[config.mk]
export PLATFORM = sky130hd
export DESIGN_NAME = scan_decoder
export DESIGN_NICKNAME = d
export VERILOG_FILES = /design/src/rtl/scan_decoder_pkg.sv /design/src/rtl/scan_decoder_onehot_dec.sv /design/src/rtl/scan_decoder.sv
export SDC_FILE = /design/constraint.sdc
export NUM_CORES = 1
export LEC_CHECK = 0
export ABC_AREA = 1
export BUFFER_PORTS_ARGS = -buffer_cell sky130_fd_sc_hd__buf_2
export CELL_PAD_IN_SITES_DETAIL_PLACEMENT = 1
export CELL_PAD_IN_SITES_GLOBAL_PLACEMENT = 1
export CORE_MARGIN = 4
export CORE_UTILIZATION = 42
export CTS_BUF_LIST = sky130_fd_sc_hd__clkbuf_8 sky130_fd_sc_hd__clkbuf_16
export CTS_CLUSTER_SIZE = 8
export DETAILED_ROUTE_END_ITERATION = 8
export GPL_TIMING_DRIVEN = 0
export PLACE_DENSITY = 0.88
export REMOVE_ABC_BUFFERS = 1
export SYNTH_ARGS = -nofsm -noshare
export SYNTH_HDL_FRONTEND = slang
export SYNTH_SLANG_ARGS = --single-unit
export TNS_END_PERCENT = 10
[constraint.sdc]
create_clock -name clk -period 3.4 [get_ports clk]
set_input_delay 0.34 -clock clk [delete_from_list [all_inputs] [get_ports clk]]
set_output_delay 0.34 -clock clk [all_outputs]
set_load 0.02 [all_outputs]
[src/rtl/scan_decoder_pkg.sv]
// Shared types and mode encodings for the scan_decoder row/strobe driver.
package scan_decoder_pkg;

    typedef enum logic [1:0] {
        IDLE = 2'b00,
        SCAN = 2'b01,
        DONE = 2'b10
    } state_e;

    localparam logic [1:0] MODE_DIRECT = 2'b00;
    localparam logic [1:0] MODE_SINGLE = 2'b01;
    localparam logic [1:0] MODE_CONT   = 2'b10;

    // Mode 11 is deliberately not a scan mode, so it behaves as direct decode.
    function automatic logic is_scan_mode(input logic [1:0] m);
        return (m == MODE_SINGLE) || (m == MODE_CONT);
    endfunction

endpackage

[src/rtl/scan_decoder_onehot_dec.sv]
// Combinational SEL_W to 2^SEL_W one-hot decoder with enable; the generalised
// form of the original 1-to-2 enable decoder.
module onehot_dec #(
    parameter int SEL_W = 2
) (
    input  logic [SEL_W-1:0]      sel,
    input  logic                  en,
    output logic [(1<<SEL_W)-1:0] dec
);

    always_comb begin
        dec = '0;
        if (en) begin
            dec[sel] = 1'b1;
        end
    end

endmodule

[src/rtl/scan_decoder.sv]
// Registered one-hot decoder with direct, single-pass scan and continuous scan
// modes; drives row/strobe selects for downstream multi-channel logic.
module scan_decoder
    import scan_decoder_pkg::*;
#(
    parameter int SEL_W   = 2,
    parameter int DWELL_W = 4
) (
    input  logic                  clk,
    input  logic                  rst_n,
    input  logic                  enable,
    input  logic [1:0]            mode,
    input  logic [SEL_W-1:0]      sel,
    input  logic                  sel_valid,
    output logic                  sel_ready,
    input  logic                  start,
    input  logic [DWELL_W-1:0]    dwell,
    output logic [(1<<SEL_W)-1:0] dec_out,
    output logic [SEL_W-1:0]      cur_idx,
    output logic                  busy,
    output logic                  done
);

    localparam int N = 1 << SEL_W;
    localparam logic [SEL_W-1:0] LAST_IDX = '1;

    state_e             state_q;
    state_e             state_nxt;
    logic [1:0]         mode_q;
    logic [1:0]         mode_nxt;
    logic [DWELL_W-1:0] dwell_q;
    logic [DWELL_W-1:0] dwell_nxt;
    logic [DWELL_W-1:0] cnt_q;
    logic [DWELL_W-1:0] cnt_nxt;
    logic [SEL_W-1:0]   idx_nxt;
    logic               out_en_nxt;
    logic               busy_nxt;
    logic               done_nxt;
    logic [N-1:0]       dec_nxt;

    assign sel_ready = (state_q == IDLE) && enable && !is_scan_mode(mode);

    // dec_out is always either zero or the one-hot of cur_idx, so a hold is
    // expressed as re-decoding cur_idx with the enable taken from |dec_out.
    always_comb begin
        state_nxt  = state_q;
        mode_nxt   = mode_q;
        dwell_nxt  = dwell_q;
        cnt_nxt    = cnt_q;
        idx_nxt    = cur_idx;
        out_en_nxt = |dec_out;
        busy_nxt   = busy;
        done_nxt   = 1'b0;

        if (!enable) begin
            state_nxt  = IDLE;
            cnt_nxt    = '0;
            idx_nxt    = '0;
            out_en_nxt = 1'b0;
            busy_nxt   = 1'b0;
        end else begin
            case (state_q)
                IDLE: begin
                    if (is_scan_mode(mode)) begin
                        if (start) begin
                            state_nxt  = SCAN;
                            mode_nxt   = mode;
                            dwell_nxt  = dwell;
                            cnt_nxt    = dwell;
                            idx_nxt    = '0;
                            out_en_nxt = 1'b1;
                            busy_nxt   = 1'b1;
                        end
                    end else if (sel_valid) begin
                        idx_nxt    = sel;
                        out_en_nxt = 1'b1;
                    end
                end
                SCAN: begin
                    if (cnt_q != '0) begin
                        cnt_nxt = cnt_q - 1'b1;
                    end else if (cur_idx != LAST_IDX) begin
                        idx_nxt = cur_idx + 1'b1;
                        cnt_nxt = dwell_q;
                    end else if (mode_q == MODE_CONT) begin
                        idx_nxt = '0;
                        cnt_nxt = dwell_q;
                    end else begin
                        state_nxt  = DONE;
                        idx_nxt    = '0;
                        out_en_nxt = 1'b0;
                        busy_nxt   = 1'b0;
                        done_nxt   = 1'b1;
                    end
                end
                DONE: begin
                    state_nxt  = IDLE;
                    idx_nxt    = '0;
                    out_en_nxt = 1'b0;
                    busy_nxt   = 1'b0;
                end
                default: begin
                    state_nxt  = IDLE;
                    idx_nxt    = '0;
                    out_en_nxt = 1'b0;
                    busy_nxt   = 1'b0;
                end
            endcase
        end
    end

    onehot_dec #(
        .SEL_W(SEL_W)
    ) u_dec (
        .sel(idx_nxt),
        .en (out_en_nxt),
        .dec(dec_nxt)
    );

    always_ff @(posedge clk or negedge rst_n) begin
        if (!rst_n) begin
            state_q <= IDLE;
            mode_q  <= MODE_DIRECT;
            dwell_q <= '0;
            cnt_q   <= '0;
            cur_idx <= '0;
            dec_out <= '0;
            busy    <= 1'b0;
            done    <= 1'b0;
        end else begin
            state_q <= state_nxt;
            mode_q  <= mode_nxt;
            dwell_q <= dwell_nxt;
            cnt_q   <= cnt_nxt;
            cur_idx <= idx_nxt;
            dec_out <= dec_nxt;
            busy    <= busy_nxt;
            done    <= done_nxt;
        end
    end

    a_onehot0: assert property (@(posedge clk) disable iff (!rst_n) $onehot0(dec_out));

endmodule

# Yosys cells after proc, flatten, opt, wreduce, memory -nomap -nowiden
# Index checks and enable logic that the tools add are counted.
# classes
add_sub_neg,2
order_cmp,2
eq_ne,12
muxes,44
n_reduce_logical,11
# ops
cell,count
$mux 4,7
$mux 2,12
$mux 1,19
$ne 3x3->1 const B,4
$pmux 2 s2,2
$pmux 4 s2,1
$reduce_and 4->1,2
$ne 5x5->1 const B,1
$reduce_and 5->1,1
$eq 2x1->1 const B,2
$eq 2x2->1 const B,2
$pmux 1 s2,2
$reduce_bool 4->1,1
$reduce_or 4->1,1
$sub 4x1->4 const B,1
$logic_and 1x1->1,3
$lt 2x3->1 const B,1
$ne 3x1->1 const B,1
$ne 3x2->1 const B,1
$add 2x1->2 const B,1
$demux 1 s2,1
$ge 2x1->1 const B,1
$logic_not 2->1,1
$ne 2x2->1 const B,1
2 further kinds,2
# totals
reg_bits,20
in_bits,13
word_cells,79

# Logic depth before layout (Yosys ltp)
# logic_depth
depth_word,10
ltp_mapped,10

# Cells and area by module
# Synthesis repeated with hierarchy kept, for this count alone.
# unflattened
hier_cells,154
area_unflattened_um2,1173.6
# modules_own_cells
module,instances,cells_each,area_each_um2,seq_area_each_um2
scan_decoder,1,146,1143.6,500.5
onehot_dec,1,8,30.0,0.0

# Least setup slack after synthesis
# No wires, ideal clock.
# synth_timing
path_kind,register to register
startpoint,register cnt_q[0]
endpoint,register cnt_q[2]
setup_ps,117
arrival_time_ps,1284
setup_slack_ps,2000
stages_incl_launch_ff,10
period_less_slack_ps,1400
path_cell_list,dfrtp_1 > inv_1 > ha_1 > nand2_1 > nor2_1 > nor2_1 > nor2_1 > nor2_1 > nand2_1 > nand2_1
# synth_between
elab_chain_cells,4
word_cells_on_any_way,7
# synth_rtl
element,line,rtl
"start, declared",scan_decoder.sv:33,logic [DWELL_W-1:0] cnt_q;
"start signal, assigned",scan_decoder.sv:134,cnt_q <= cnt_nxt;
$sub 4x1->4 / $reduce_bool 4->1 (equally long branches),"scan_decoder.sv:81, scan_decoder.sv:80",
$mux 4,scan_decoder.sv:80,if (cnt_q != '0) begin
$pmux 4 s2,scan_decoder.sv:62,case (state_q)
$mux 4,scan_decoder.sv:55,if (!enable) begin
# Several ways; a longest one is shown, not always the timed one.
# A chain may end at the register's enable or synchronous reset.

# Worst setup path in the final report
# layout_timing
startpoint,register state_q[1]
endpoint,register cnt_q[0]
# layout_between
elab_chain_cells,3
word_cells_on_any_way,9
# layout_rtl
element,line,rtl
"start, declared",scan_decoder.sv:27,state_e state_q;
"start signal, assigned",scan_decoder.sv:131,state_q <= state_nxt;
$eq 2x1->1 / $logic_not 2->1 (equally long branches),scan_decoder.sv:62,
"$ne 5x5->1 (no line), or another cell as far along",-,
$reduce_and 4->1 (no line) / $mux 4 (equally long branches),-,
# Several ways; a longest one is shown, not always the timed one.

==> impl.org <==
** Critical path
- Worst setup EP type :: flip-flop
- The worst setup path is launched from a flip-flop.
- Among cell families on the critical path, the largest total delay comes from simple AND/OR/NAND/NOR gates.
- Critical path startpoint :: state_q[1]$_DFFE_PN0P_
- Max stage delay on crit path :: 560 ps
- For this design, the slowest cell found on the critical path is sky130_fd_sc_hd__nor2_1.
- The cell that appears most often on the critical path is sky130_fd_sc_hd__nand2_1.
- Reg2reg start :: state_q[1]$_DFFE_PN0P_
- Data required, critical path :: 3600 ps
- Data arrives at the worst endpoint at 2030 ps.
- Together, buffers and inverters on the worst path number 1.
- Critical-path maximum fanout :: 12
- Setup CP Type :: flip-flop to flip-flop
- Critical Path, Cell by Cell :: nor2_1, nand2_1, inv_1, nand2_1, nand2_2, nand2_1, o21ai_2

** Clocking
- TritonCTS built the clock tree.
- Post-CTS Resized :: 0
- # clock sinks :: 20
- Clock input transition at the sequential cells of the worst setup and hold paths :: 80 ps
- For the worst-skew pair, the clock arrives at the later sink with an insertion delay of 270 ps.
- Post-CTS timing repair inserted 0 buffers for setup.
- In this run the clock root is driven by a sky130_fd_sc_hd__clkbuf_8.
- Max H-tree Level :: 1
- TritonCTS buffer count :: 3
- Total of hold buffers inserted after clock tree synthesis :: 0
- Clk buf depth :: 2

** Finish
- The post-route netlist has 21.43% of its cells at a drive strength greater than 1.
- The multi-input combinational cells in the finished layout cover a total of 616.8 µm².
- Final Cell Area :: 1434 µm²
- Area growth from synthesis to layout :: 16.23%
- 0 antenna diodes ended up in the layout.
- The sequential cells in the finished layout cover a total of 500.5 µm².
- In the layout the commonest cells are sky130_fd_sc_hd__nand2_1 (61), sky130_fd_sc_hd__inv_1 (23), sky130_fd_sc_hd__buf_2 (21), sky130_fd_sc_hd__dfrtp_1 (20), sky130_fd_sc_hd__nor2_1 (19).
- The final layout contains 213 nets.
- Fill cell total of the finished layout :: 378
- Most frequent standard cell in the layout excluding fill and tap cells :: sky130_fd_sc_hd__nand2_1

** STA
- Setup repair after global routing left no endpoint under its margin.
- The max-slew violation count was 0.
- Setup tns final :: 0 ps
- Max Fclk :: 0.5464 GHz
- Share of the cycle needed by the critical path after routing :: 53.83%
- The worst pin sits at a relative slew slack of 53.38%.
- Final worst clock skew :: 6.415 ps
- At the pin with the least slew margin, the transition time is 696.7 ps.
- The number of endpoints with negative hold slack in the final report is 0.
- The worst path needs 1830 ps of the cycle, external delays included.
- Setup violations remaining at the end of the flow were counted as 0.

** Place
- Summed over all nets, the half-perimeter wirelength after detailed placement is 2545 µm.
- Placer congestion estimate :: 0.8576
- In this run the cell area measured after placement is 1363 µm².
- Number of input and output port buffers inserted :: 21

** Synthesis
- Flip-flop cell with the highest count after synthesis :: sky130_fd_sc_hd__dfrtp_1
- Number of unique standard cell types used by synthesis :: 23
- Counting every instance in the synthesized netlist gives 173.
- In the synthesized netlist the async set-or-reset flop fraction comes to 100.0%.
- Sequential element share of the synthesized area :: 40.57%
- Leading cell types by total area after synthesis :: sky130_fd_sc_hd__dfrtp_1 (41%), sky130_fd_sc_hd__nand2_1 (19%), sky130_fd_sc_hd__inv_1 (7.0%)
- Synthesized area per cell :: 7.131 µm²
- The synthesized design contains 0 enable-type register cells.
- Of all cell types, the one taking the most synthesized area is sky130_fd_sc_hd__dfrtp_1.
- Cell area after synthesis :: 1234 µm²
- In this run, synthesis produced a sequential element count of 20.
- Yosys printed 0 warnings.
- After synthesis, the largest area contributor takes up 40.57% of total cell area.

** Routing
- Final routed wire length divided by cell count :: 13.84 µm
- After the first detailed-routing iteration, the DRC count stood at 50.
- Summing over every cut layer, the via total after detailed routing is 1157.
- Detailed Routing Iterations Pass 1 :: 4
- The routed design has 3141 µm of wire.
- Antenna-violating nets left :: 0
- Via density :: 5.097
- In the routed design, unresolved DRC markers number 0.

** Global routing
- The number of global-route vias before repair is 1233.
- Grt ovf :: 0
- Number of antenna violations at the first check in global routing :: 0
- Entering global routing, the biggest net connects 21 pins.
- Total routing resource utilization after global routing :: 18.26%
- Wire length of the first global-routing pass :: 5809 µm

** Worst hold path
- Tightest Hold Check Type :: input port to asynchronous set/reset pin

** Status
- The run finished with clean final reports.

** Flow run
- Number of maximum-capacitance violations :: 0

** Die
- Die area :: 3868 µm²
- Pin placement for this block handled 22 I/O pins.
- The die is 62.20 µm wide.
- For this configuration, the core starts out at a cell density of 44.35%.
- The core region is 2781 µm².
- The die is 62.20 µm tall.
- Site row count :: 19

** Pwr
- Dividing total power by cell area gives a power density of 512.3 nW/µm².
- Maximum ir drop on the vdd rail :: 0.3228 mV
- For this design the static power due to leakage is 0.0008344 µW.
[cells in the mapped netlist, types with 2 or more instances]
cell                      number
sky130_fd_sc_hd__buf_4         2
sky130_fd_sc_hd__dfrtp_1      20
sky130_fd_sc_hd__ha_1          3
sky130_fd_sc_hd__inv_1        23
sky130_fd_sc_hd__inv_2         4
sky130_fd_sc_hd__nand2_1      61
sky130_fd_sc_hd__nand2_2       4
sky130_fd_sc_hd__nand3_1      12
sky130_fd_sc_hd__nor2_1       19
sky130_fd_sc_hd__nor2_2        2
sky130_fd_sc_hd__nor2_4        2
sky130_fd_sc_hd__o21ai_0      10
[state kept, by name, summed over array words and instances, names as in the netlist]
name     cells
cnt_q        4
dwell_q      4
busy         1
done         1
state_q      2
cur_idx      2
mode_q       2
dec_out      4
[final timing paths]
check,slack [ps],depth (start not counted),to
worst max-delay path,1570,7,cnt_q[0]$_DFFE_PN0P_
worst min-delay path,6,1,dec_out[3]$_DFF_PN0_
worst max register to register,1570,7,cnt_q[0]$_DFFE_PN0P_
worst min register to register,470,2,busy$_DFFE_PN0P_
max in group asynchronous,3080,1,mode_q[0]$_DFFE_PN0P_
min in group clk,300,3,dwell_q[3]$_DFFE_PN0P_
[per-stage QoR]
step                setup slack (ps)  hold WS (ps)  utilization, %  std cells  power [µW]
global route                    1379         48.99           51.55        227       790.0
global placement                1731         303.6           48.99        223       482.2
CTS                             1573         33.84           51.55        227       738.1
floorplan                       1997         44.41               -        171       431.4
finish                          1570         5.686           51.55        227       734.5
detailed placement              1641         322.3           48.99        223       496.2
[routing by layer]
layer | share of wire, % | track usage, % | vias to the layer above
met5 | 0 | 0 | -
met4 | 2.0 | 7.859 | 0
met3 | 3.1 | 2.523 | 7
met2 | 52 | 31.87 | 18
met1 | 43 | 22.08 | 555
li1 | - | - | 577
[power breakdown]
| group | internal, µW | switching, µW |
|---|---|---|
| clock network | 157 | 86.9 |
| registers | 269 | 19.9 |
| logic | 67.9 | 134 |
| total | 494 | 241 |
[final cells by class]
cell class | instances | share of cell area, %
Clock inverter | 1 | 2.094
Timing Repair Buffer | 21 | 7.330
Tap cell | 31 | 2.705
Sequential cell | 20 | 34.90
Multi-Input combinational cell | 124 | 43.02
Inverter | 27 | 7.068
Clock buffer | 3 | 2.880
[worst reg2reg max path: cells and delay by family, from the launching register on]
kind            cells  cell delay (ps)
compound gates      1               60
buf+inv             1              140
flops               1              420
simple gates        5             1140
[cells by family (layout without fill, tap and decap cells)]
logic type | after synthesis | in the layout | share of synthesized area (%)
AO/OA/AOI/OAI | 13 | 13 | 5.985
XOR/XNOR | 1 | 1 | 0.7101
adder cells (fa/ha/maj) | 3 | 3 | 3.043
buffers and inverters | 29 | 52 | 9.431
flip-flops | 20 | 20 | 40.57
AND/OR/NAND/NOR | 107 | 107 | 40.26
Power figures use the tool's default switching activity.
